$ cat config.mk
export PLATFORM = sky130hd
export DESIGN_NAME = truth_table_tester
export DESIGN_NICKNAME = d
export VERILOG_FILES = /design/src/rtl/tt_pkg.sv /design/src/rtl/tt_vec_gen.sv /design/src/rtl/truth_table_tester.sv
export SDC_FILE = /design/constraint.sdc
export NUM_CORES = 1
export LEC_CHECK = 0
export CORE_MARGIN = 10
export CORE_UTILIZATION = 55
export CTS_BUF_LIST = sky130_fd_sc_hd__clkbuf_8
export CTS_CLUSTER_SIZE = 25
export DETAILED_ROUTE_END_ITERATION = 8
export MAX_ROUTING_LAYER = met4
export PLACE_DENSITY = 0.94
export SLEW_MARGIN = 20
export SYNTH_ARGS = -nofsm -noshare
export SYNTH_HDL_FRONTEND = slang
export SYNTH_SLANG_ARGS = --single-unit
export TNS_END_PERCENT = 5
$ cat constraint.sdc
create_clock -name CLK -period 2.95 [get_ports CLK]
set_clock_uncertainty 0.15 [all_clocks]
set_input_delay 0.295 -clock CLK [delete_from_list [all_inputs] [get_ports CLK]]
set_output_delay 0.295 -clock CLK [all_outputs]
set_load 0.05 [all_outputs]
$ cat src/rtl/tt_pkg.sv
// Shared types and sizing helpers for the truth-table tester.
// FSM state encoding, vector-count and mismatch-count width functions.
package tt_pkg;

  typedef enum logic [1:0] {
    IDLE,
    APPLY,
    SAMPLE,
    REPORT
  } tt_state_e;

  // Number of input vectors for an n-input DUT.
  function automatic int nvec(input int n);
    return 1 << n;
  endfunction

  // Mismatch counter must hold nvec(n) itself.
  function automatic int cnt_w(input int n);
    return n + 1;
  endfunction

endpackage

$ cat src/rtl/tt_vec_gen.sv
// Vector and settle counters for the truth-table tester.
// Ports: CLK, RST_N, i_clr, i_apply, i_step -> o_vec, o_sample, o_last.
module tt_vec_gen
  import tt_pkg::*;
#(
  parameter int N_IN   = 3,
  parameter int SETTLE = 2
) (
  input  logic            CLK,
  input  logic            RST_N,
  input  logic            i_clr,
  input  logic            i_apply,
  input  logic            i_step,
  output logic [N_IN-1:0] o_vec,
  output logic            o_sample,
  output logic            o_last
);

  localparam int CW = $clog2(SETTLE + 1);
  localparam logic [CW-1:0] CMAX = CW'(SETTLE - 1);
  localparam logic [N_IN-1:0] VMAX = N_IN'(nvec(N_IN) - 1);

  logic [CW-1:0]   r_cnt;
  logic [N_IN-1:0] r_vec;

  assign o_vec    = r_vec;
  assign o_sample = i_apply && (r_cnt == CMAX);
  assign o_last   = (r_vec == VMAX);

  // Vector returns to 0 after the last sample so the
  // DUT sees 0 whenever no run is active.
  always_ff @(posedge CLK or negedge RST_N) begin
    if (!RST_N) begin
      r_cnt <= '0;
      r_vec <= '0;
    end else if (i_clr) begin
      r_cnt <= '0;
      r_vec <= '0;
    end else if (i_step) begin
      r_cnt <= '0;
      r_vec <= o_last ? '0 : r_vec + 1'b1;
    end else if (i_apply && !o_sample) begin
      r_cnt <= r_cnt + 1'b1;
    end
  end

endmodule

$ cat src/rtl/truth_table_tester.sv
// Sweeps all inputs of a small combinational DUT and checks it
// against EXP_TABLE. Ports: CLK, RST_N, START, DUT_X -> DUT_IN,
// BUSY, DONE, PASS, FAIL_CNT, FIRST_FAIL, ERR_MAP (TT_ERRMAP_EN).
module truth_table_tester
  import tt_pkg::*;
#(
  parameter int                     N_IN      = 3,
  parameter logic [nvec(N_IN)-1:0]  EXP_TABLE = 8'hFA,
  parameter int                     SETTLE    = 2
) (
  input  logic                     CLK,
  input  logic                     RST_N,
  input  logic                     START,
  input  logic                     DUT_X,
  output logic [N_IN-1:0]          DUT_IN,
  output logic                     BUSY,
  output logic                     DONE,
  output logic                     PASS,
  output logic [cnt_w(N_IN)-1:0]   FAIL_CNT,
  output logic [N_IN-1:0]          FIRST_FAIL
`ifdef TT_ERRMAP_EN
  ,
  output logic [nvec(N_IN)-1:0]    ERR_MAP
`endif
);

  localparam int FW = cnt_w(N_IN);

  tt_state_e       r_state;
  tt_state_e       w_next;
  logic            w_go;
  logic [N_IN-1:0] w_vec;
  logic            w_smp;
  logic            w_last;
  logic            w_exp;
  logic            w_mis;
  logic [FW-1:0]   w_fcnt_nxt;
  logic            w_busy_d;
  logic            w_done_d;

  assign w_go = (r_state == IDLE) && START;

  tt_vec_gen #(
    .N_IN   (N_IN),
    .SETTLE (SETTLE)
  ) u_vec_gen (
    .CLK      (CLK),
    .RST_N    (RST_N),
    .i_clr    (w_go),
    .i_apply  (r_state == APPLY),
    .i_step   (r_state == SAMPLE),
    .o_vec    (w_vec),
    .o_sample (w_smp),
    .o_last   (w_last)
  );

  // w_vec is a register inside tt_vec_gen.
  assign DUT_IN = w_vec;

  always_ff @(posedge CLK or negedge RST_N) begin
    if (!RST_N) r_state <= IDLE;
    else        r_state <= w_next;
  end

  always_comb begin
    w_next = r_state;
    unique case (r_state)
      IDLE:    if (START) w_next = APPLY;
      APPLY:   if (w_smp) w_next = SAMPLE;
      SAMPLE:  w_next = w_last ? REPORT : APPLY;
      REPORT:  w_next = IDLE;
      default: w_next = IDLE;
    endcase
  end

  always_comb begin
    w_busy_d = (w_next == APPLY) || (w_next == SAMPLE);
    w_done_d = (w_next == REPORT);
  end

  always_ff @(posedge CLK or negedge RST_N) begin
    if (!RST_N) begin
      BUSY <= 1'b0;
      DONE <= 1'b0;
    end else begin
      BUSY <= w_busy_d;
      DONE <= w_done_d;
    end
  end

  // Case-inequality so X/Z on DUT_X counts as a mismatch in sim.
  assign w_exp = EXP_TABLE[w_vec];
  assign w_mis = (r_state == SAMPLE) && (DUT_X !== w_exp);
  assign w_fcnt_nxt = w_mis ? FAIL_CNT + 1'b1 : FAIL_CNT;

  // PASS is resolved on the last sample so it is valid with DONE.
  always_ff @(posedge CLK or negedge RST_N) begin
    if (!RST_N) begin
      PASS       <= 1'b0;
      FAIL_CNT   <= '0;
      FIRST_FAIL <= '0;
    end else if (w_go) begin
      PASS       <= 1'b0;
      FAIL_CNT   <= '0;
      FIRST_FAIL <= '0;
    end else if (r_state == SAMPLE) begin
      FAIL_CNT <= w_fcnt_nxt;
      if (w_mis && (FAIL_CNT == '0)) FIRST_FAIL <= w_vec;
      if (w_last) PASS <= (w_fcnt_nxt == '0);
    end
  end

`ifdef TT_ERRMAP_EN
  always_ff @(posedge CLK or negedge RST_N) begin
    if (!RST_N)     ERR_MAP <= '0;
    else if (w_go)  ERR_MAP <= '0;
    else if (w_mis) ERR_MAP[w_vec] <= 1'b1;
  end
`endif

endmodule

# After elaboration in Yosys (flattened, before gate mapping)
# Memories as Yosys holds them, arrays and structs flattened.
# Index checks and enable logic that the tools add are counted.
[op_classes] n_addsub=3 magnitude_cmp=1 eq_ne=9 muxes=20 n_reduce_logical=16
[op_table] operator="3-bit 2-to-1 mux" count=6
[op_table] operator="2-bit 2-to-1 mux" count=6
[op_table] operator="4-bit 2-to-1 mux" count=3
[op_table] operator="2-bit equality test (second input constant)" count=4
[op_table] operator="4-bit logical NOT" count=2
[op_table] operator="2-bit case mux with 4 select lines" count=1
[op_table] operator="2-bit by 1-bit equality test with 1-bit output (second input constant)" count=3
[op_table] operator="2-bit nonzero test" count=3
[op_table] operator="1-bit logical AND" count=5
[op_table] operator="4-bit by 1-bit adder with 4-bit output (second input constant)" count=1
[op_table] operator="3-bit by 4-bit < comparator with 1-bit output (second input constant)" count=1
[op_table] operator="1-bit 2-to-1 mux" count=4
[op_table] operator="2-bit AND reduction" count=2
[op_table] operator="3-bit by 1-bit adder with 3-bit output (second input constant)" count=1
[op_table] operator="3-bit equality test (second input constant)" count=1
[op_table] operator="3-bit nonzero test" count=1
[op_table] operator="2-bit by 1-bit adder with 2-bit output (second input constant)" count=1
[op_table] operator="2-bit logical NOT" count=1
[op_table] operator="1-bit logical NOT" count=1
[op_table] operator="1-bit logical OR" count=1
[op_table] operator="1-bit case inequality test" count=1
[word_totals] ff_bits=17 romBits=8 input_bits=4 out_inout_bits=13 elab_cells=58 n_memories=1
[mem_list] name="(name not given)" depth=8 word_bits=1 read_ports=1 rd_ports_with_merged_regs=0 write_ports=0 line_no="truth_table_tester.sv:92" rtl="assign w_exp = EXP_TABLE[w_vec];"

# Logic depth before layout (Yosys ltp)
# Gate-level depths: netlist of run 1.
[logic_depth] depth_word=9 ltp_mapped=5 mapped_depth_nobuf=5

# Cells and area by module
# Synthesis of run 1 repeated with hierarchy kept, for this count alone.
[hier_totals] cells_unflattened=96 hier_area_um2=988.4
[modules_own_cells] mod="truth_table_tester" instances=1 cells_per_inst=73 area_each_um2=715.7 seq_area_each_um2=300.3
[modules_own_cells] mod="tt_vec_gen" instances=1 cells_per_inst=23 area_each_um2=272.8 seq_area_each_um2=125.1

# Least setup slack after synthesis of run 1
# Ideal clock, no wire load.
[synth_path] path_kind="register -> register" from="register u_vec_gen.r_vec[0] (netlist: u_vec_gen.o_vec[0])" to="register BUSY" setup_ns=0.126 arrival_ns=1.718 required_time_ns=2.674 setup_slack_ns=0.956 path_stages_with_launch=6 n_path_buf=0 period_less_slack_ns=1.994 path_cell_list="dfrtp_1 -> ha_1 -> ha_1 -> and3b_1 -> o21bai_1 -> ha_1"
[synth_via] elab_chain_cells=5 elab_cells_between_ends=6 classes_between="3 x eq/ne; 2 x mux; 1 x reduce/logical"
[synth_lines] item="from (decl)" line_no="tt_vec_gen.sv:24" rtl="logic [N_IN-1:0] r_vec;"
[synth_lines] item="from (signal assigned)" line_no="tt_vec_gen.sv:41" rtl="r_vec <= o_last ? '0 : r_vec + 1'b1;"
[synth_lines] item="3-bit equality test (*)" line_no="tt_vec_gen.sv:28" rtl="assign o_last = (r_vec == VMAX);"
[synth_lines] item="2-bit 2-to-1 mux (*)" line_no="truth_table_tester.sv:70" rtl="SAMPLE: w_next = w_last ? REPORT : APPLY;"
[synth_lines] item="2-bit case mux with 4 select lines (*)" line_no="truth_table_tester.sv:67" rtl="unique case (r_state)"
[synth_lines] item="net w_next[1]" line_no="truth_table_tester.sv:30" rtl="tt_state_e w_next;"
[synth_lines] item="2-bit by 1-bit equality test with 1-bit output or 2-bit equality test (tied branches)" line_no="truth_table_tester.sv:77" rtl="w_busy_d = (w_next == APPLY) || (w_next == SAMPLE);"
[synth_lines] item="1-bit logical OR (*)" line_no="truth_table_tester.sv:77"
[synth_lines] item="net w_busy_d" line_no="truth_table_tester.sv:38" rtl="logic w_busy_d;"
[synth_lines] item="to (signal assigned)" line_no="truth_table_tester.sv:86" rtl="BUSY <= w_busy_d;"
[synth_lines] item="to (decl)" line_no="truth_table_tester.sv:16" rtl="output logic BUSY,"
# Mark *: on every way through the listed nets, which the timed path passes. The rest lies on a longest branch.
# A chain may end at the register's enable or synchronous reset.

# Final worst setup path of run 1
[layout_path] from="register u_vec_gen.r_vec[0] (netlist: u_vec_gen.o_vec[0])" to="output DUT_IN[0]"
[layout_lines] item="to (decl)" line_no="truth_table_tester.sv:15" rtl="output logic [N_IN-1:0] DUT_IN,"
# No word-level cell between the ends.

==> impl_metrics.env, run 1 <==
export IMPL_ctsResizeCount=0
export IMPL_cts_tree="built"
export IMPL_grt_pass1_wl_um=3636
export IMPL_final_cell_mix="dfrtp_1 (17), clkdlybuf4s50_1 (16), nand2_1 (11)"
export IMPL_hold_class="in -> async"
export IMPL_coreArea_um2=1577
export IMPL_die_y_um=61.61
export IMPL_period_needed_ps=2094
export IMPL_slowest_delay_ps=870
export IMPL_via_per_inst=6.279
export IMPL_worstPathCellList="clkdlybuf4s50_1"
export IMPL_dp_cells=125
export IMPL_initial_core_util_pct=60.40
export IMPL_power_density_nw_per_um2=1042
export IMPL_critPathKind="reg -> out"
export IMPL_place_congestion=0.9273
export IMPL_relSlewSlack_pct=50.14
export IMPL_io_pins=17
export IMPL_yosys_area_top_type="dfrtp_1"
export IMPL_num_vias=810
export IMPL_seq_area_frac_synth_pct=44.68
export IMPL_cap_violations=0
export IMPL_first_pass_iters=4
export IMPL_clk_pin_slew_worst_paths_ps=70
export IMPL_min_period_over_period_pct=70.99
export IMPL_rsz0062_at_grt="false"
export IMPL_synth_seq_cells=17
export IMPL_end_kind="output pin"
export IMPL_finalHoldViolCount=0
export IMPL_tightest_slew_ps=745.6
export IMPL_final_layout_size_suffix_gt1_share_pct=7.080
export IMPL_syn_avg_cell_area_um2=10.02
export IMPL_wl_um=2172
export IMPL_synth_top_area_share_pct=44.68
export IMPL_dp_worst_setup_slack_ps=1100
export IMPL_grt_max_degree=18
export IMPL_portBuffers=16
export IMPL_layout_commonest_cell="dfrtp_1"
export IMPL_insertion_delay_ps=250
export IMPL_area_growth_pct=22.73
export IMPL_post_cts_buffers=0
export IMPL_gr_total_overflow=0
export IMPL_first_global_vias=822
export IMPL_max_vdd_ir_drop_uv=603.2
export IMPL_synth_cell_area_um2=952.2
export IMPL_setup_viol=0
export IMPL_worstPathRequired_ps=2510
export IMPL_postRouteAntennaNets=0
export IMPL_cts_buffer_depth=2
export IMPL_nets=124
export IMPL_p_leak_nw=0.5151
export IMPL_synthCells=95
export IMPL_fmaxAchievable_ghz=0.4775
export IMPL_report_final_slew_viol_count=0
export IMPL_fillers=120
export IMPL_wire_per_inst_um=16.84
export IMPL_htreeDepth=1
export IMPL_crit_slowest_cell="clkdlybuf4s50_1"
export IMPL_crit_path_start_kind="flop"
export IMPL_synth_nets=105
export IMPL_num_rows=14
export IMPL_status="completed"
export IMPL_fin_tns_setup_ps=0
export IMPL_finalWorstSetupSlack_ps=855.9
export IMPL_n_antenna_cell=0
export IMPL_drt_iter0_markers=27
export IMPL_final_cell_area_um2=1169
export IMPL_synthTopCellsByArea="dfrtp_1 (45%), ha_1 (7.9%), o211ai_1 (4.7%)"
export IMPL_die_w_um=61.61
export IMPL_root_buffer="clkbuf_8"
export IMPL_cpLargestDelayFamily="buffers and inverters"
export IMPL_cts_sinks=17
export IMPL_drc=0
export IMPL_cp_arrival_ps=1650
export IMPL_antenna_found_initial=0
export IMPL_crit_buf_inv=1
export IMPL_final_cells=129
export IMPL_hold_ws_ps=334.1
export IMPL_yosysUniqueCellTypes=33
export IMPL_placed_area_um2=1122
export IMPL_yosysWarnings=0
export IMPL_worstPathMaxFanout=9
export IMPL_grt_use_total_pct=13.07
export IMPL_cts_made_buffers=3
export IMPL_die_area_um2=3795
export IMPL_holdBufCountCts=0
export IMPL_dp_hpwl_um=1629
## state kept, by name (all words and copies together) (netlist names)
name and flops:
FAIL_CNT 4, FIRST_FAIL 3, u_vec_gen.o_vec 3, r_state 2, u_vec_gen.r_cnt 2, BUSY 1, DONE 1, PASS 1
## report_power, final
group          switching (mW)  internal (mW)
registers               0.126          0.309
logic                   0.378          0.234
clock network          0.0776         0.0936
total                   0.582          0.636
## through the flow
step                util [%]  power [mW]
finish                 74.13       1.218
global route           74.13       1.304
CTS                    74.13       1.225
detailed placement     71.19       1.045
global placement       71.19       1.022
floorplan                  -      0.8531
## cell families (layout without fill, tap and decap cells)
logic type	count (synthesis)	after routing	synth area share (%)
mux	4	4	4.205
xor+xnor	1	1	0.9200
flops	17	17	44.68
compound gates	25	25	18.92
buf+inv	7	25	3.023
simple gates	35	35	20.37
fa+ha+maj	6	6	7.884
## routing by layer
layer	routed length, um	GRT usage (%)
met1	888	14.00
met2	1078	20.94
met3	153	4.321
met4	51	7.006
met5	0	-
## cell type report
| type | count | area [um^2] | share of cell area (%) |
|---|---|---|---|
| tap | 16 | 20.02 | 1.713 |
| sequential | 17 | 425.4 | 36.40 |
| multi-input combinational | 71 | 498.0 | 42.61 |
| timing repair buffer | 16 | 160.2 | 13.70 |
| inverter | 5 | 18.77 | 1.606 |
| clock inverter | 1 | 5.005 | 0.4283 |
| clock buffer | 3 | 41.29 | 3.533 |
## final timing paths
check	start	end	slack, ps	cells past startpoint
max	u_vec_gen.o_vec[0]	DUT_IN[0]	860	1
min	RST_N	DONE	330	1
max reg2reg	u_vec_gen.o_vec[0]	BUSY	1030	5
min reg2reg	u_vec_gen.r_cnt[1]	u_vec_gen.r_cnt[1]	380	2
max in group asynchronous	RST_N	r_state[1]	1850	1
min in group CLK	u_vec_gen.r_cnt[1]	u_vec_gen.r_cnt[1]	380	2
## synthesized netlist by cell type
cell type,number
dfrtp_1,17
nand2_1,11
ha_1,6
o211ai_1,6
inv_1,5
mux2i_1,4
nor2_1,4
a22oi_1,3
nor3_1,3
o21ai_1,3
a22o_1,2
buf_2,2
nand2b_1,2
nand3_1,2
nand4_1,2
nor2b_1,2
o21a_1,2
o21ai_0,2
o21bai_1,2
o311ai_1,2
a31oi_1,1
and2_1,1
and2b_1,1
and3b_1,1
nand4_2,1
nor3b_1,1
nor4_1,1
o21ai_2,1
o31ai_1,1
or3_1,1
or3_4,1
or3b_2,1
xnor2_1,1
(Power assumes the default switching activity.)
==> inputs of run 2 (changes only) <==
--- a/config.mk
+++ b/config.mk
@@ -6,12 +6,12 @@
 export NUM_CORES = 1
 export LEC_CHECK = 0
 export CORE_MARGIN = 10
-export CORE_UTILIZATION = 55
+export CORE_UTILIZATION = 48
 export CTS_BUF_LIST = sky130_fd_sc_hd__clkbuf_8
 export CTS_CLUSTER_SIZE = 25
 export DETAILED_ROUTE_END_ITERATION = 8
 export MAX_ROUTING_LAYER = met4
-export PLACE_DENSITY = 0.94
+export PLACE_DENSITY = 0.88
 export SLEW_MARGIN = 20
 export SYNTH_ARGS = -nofsm -noshare
 export SYNTH_HDL_FRONTEND = slang
==> constraint.sdc (replaced) <==
create_clock -name CLK -period 1.9 [get_ports CLK]
set_clock_uncertainty 0.15 [all_clocks]
set_input_delay 0.19 -clock CLK [delete_from_list [all_inputs] [get_ports CLK]]
set_output_delay 0.19 -clock CLK [all_outputs]
set_load 0.05 [all_outputs]
==> run 2 against run 1 <==
Routed wire length grew 4.2%. Design area is 3.0% higher. Hold slack worse by 260 ps. Non-clock buffer count is 5 higher. Clock power increased by 54%. Critical endpoint is now BUSY. Largest power group unchanged. Highest routed layer unchanged.
==> impl_metrics.env, run 2 (synthesized netlist as in run 1, its figures left out) <==
export IMPL_status="completed"
export IMPL_timing_rr_start="u_vec_gen.o_vec[1]"
export IMPL_r2r_end="BUSY"
export IMPL_die_w_um=64.54
export IMPL_dp_cells=141
export IMPL_dp_hpwl_um=1713
export IMPL_ctsResizeCount=0
export IMPL_critPathKind="reg -> reg"
export IMPL_setup_viol=0
export IMPL_grt_pass1_wl_um=3898
export IMPL_die_area_um2=4165
export IMPL_crit_path_start="u_vec_gen.o_vec[1]"
export IMPL_min_period_over_period_pct=93.34
export IMPL_p_leak_nw=0.5515
export IMPL_io_pins=17
export IMPL_num_vias=826
export IMPL_wl_um=2263
export IMPL_place_congestion=0.8000
export IMPL_drt_iter0_markers=18
export IMPL_layout_commonest_cell="dfrtp_1"
export IMPL_fmaxAchievable_ghz=0.5639
export IMPL_period_needed_ps=1773
export IMPL_postRouteAntennaNets=0
export IMPL_finalHoldViolCount=0
export IMPL_reg2regPathDepth=5
export IMPL_root_buffer="clkbuf_8"
export IMPL_largest_reg_flops=4
export IMPL_final_cells=145
export IMPL_top_register="FAIL_CNT"
export IMPL_clk_pin_slew_worst_paths_ps=60
export IMPL_wire_per_inst_um=15.61
export IMPL_worstPathMaxFanout=4
export IMPL_via_per_inst=5.697
export IMPL_tightest_slew_ps=500.0
export IMPL_drc=0
export IMPL_area_growth_pct=26.41
export IMPL_antenna_found_initial=0
export IMPL_grt_max_degree=17
export IMPL_report_final_slew_viol_count=0
export IMPL_final_cell_mix="dfrtp_1 (15), buf_4 (12), nand2_1 (11)"
export IMPL_r2r_setup_slack_ps=130
export IMPL_holdBufCountCts=0
export IMPL_cp_arrival_ps=1760
export IMPL_hold_ws_ps=69.52
export IMPL_rsz0062_at_grt="false"
export IMPL_initial_core_util_pct=49.54
export IMPL_end_kind="flop"
export IMPL_worstPathRequired_ps=1890
export IMPL_dp_worst_setup_slack_ps=158.5
export IMPL_num_rows=16
export IMPL_insertion_delay_ps=250
export IMPL_cts_buffer_depth=2
export IMPL_relSlewSlack_pct=66.56
export IMPL_coreArea_um2=1922
export IMPL_hold_class="in -> async"
export IMPL_nets=129
export IMPL_final_layout_size_suffix_gt1_share_pct=17.80
export IMPL_power_density_nw_per_um2=1583
export IMPL_grt_use_total_pct=11.82
export IMPL_p_total_mw=1.905
export IMPL_cap_violations=0
export IMPL_first_pass_iters=4
export IMPL_fin_tns_setup_ps=0
export IMPL_htreeDepth=1
export IMPL_post_cts_buffers=0
export IMPL_cts_sinks=17
export IMPL_gr_total_overflow=0
export IMPL_cts_made_buffers=3
export IMPL_max_vdd_ir_drop_uv=1022
export IMPL_n_antenna_cell=0
export IMPL_die_y_um=64.54
export IMPL_cts_tree="built"
export IMPL_portBuffers=16
export IMPL_crit_path_start_kind="flop"
export IMPL_first_global_vias=887
export IMPL_finalWorstSetupSlack_ps=126.6
==> run 2: changes by cell type in the layout (fill, tap and decap cells not counted) <==
cell	before	now
clkdlybuf4s50_1	16	9
dfrtp_1	17	15
inv_1	5	6
dfrtp_2	0	2
buf_4	0	12
clkinv_2	1	0
==> run 2: power by group <==
part	internal [mW]	switching, mW
Clock	0.143	0.119
Combinational	0.375	0.602
Sequential	0.483	0.183
==> run 2: final cells by class <==
type	instances	area [um^2]
clock buffer	3	41.29
clock inverter	1	3.754
fill	164	718.2
inverter	5	18.77
multi-input combinational	71	498.0
sequential	17	427.9
tap	27	33.78
timing repair buffer	21	180.2
==> run 2: per-layer routing <==
| layer | up-vias | global-route usage (%) | wire, um |
|---|---|---|---|
| li1 | 399 | - | - |
| met1 | 400 | 12.63 | 979 |
| met2 | 22 | 18.60 | 1126 |
| met3 | 5 | 4.124 | 117 |
| met4 | 0 | 6.952 | 40 |
| met5 | - | - | 0 |
==> run 2: how the worst max path moves through the flow <==
| stage | to | cells past startpoint |
|---|---|---|
| 3_3_place_gp | BUSY | 5 |
| 2_1_floorplan | BUSY | 5 |
| 4_1_cts | BUSY | 5 |
| 5_1_grt | BUSY | 5 |
| 6_report | BUSY | 5 |
| 3_5_place_dp | BUSY | 5 |
==> run 2: worst max-delay path, stage by stage, from the launching register on <==
cell      delay, ps
dfrtp_2         420
ha_1            190
ha_1            220
and3b_1         200
o21bai_1        180
ha_1            290
==> run 2: per-stage QoR <==
step / cell area, um^2 / util, %
final: 1204 / 62.63
after global routing: 1204 / 62.63
after detailed placement: 1159 / 60.29
after CTS: 1204 / 62.63
after floorplan: 954.7 / -
after global placement: 1159 / 60.29
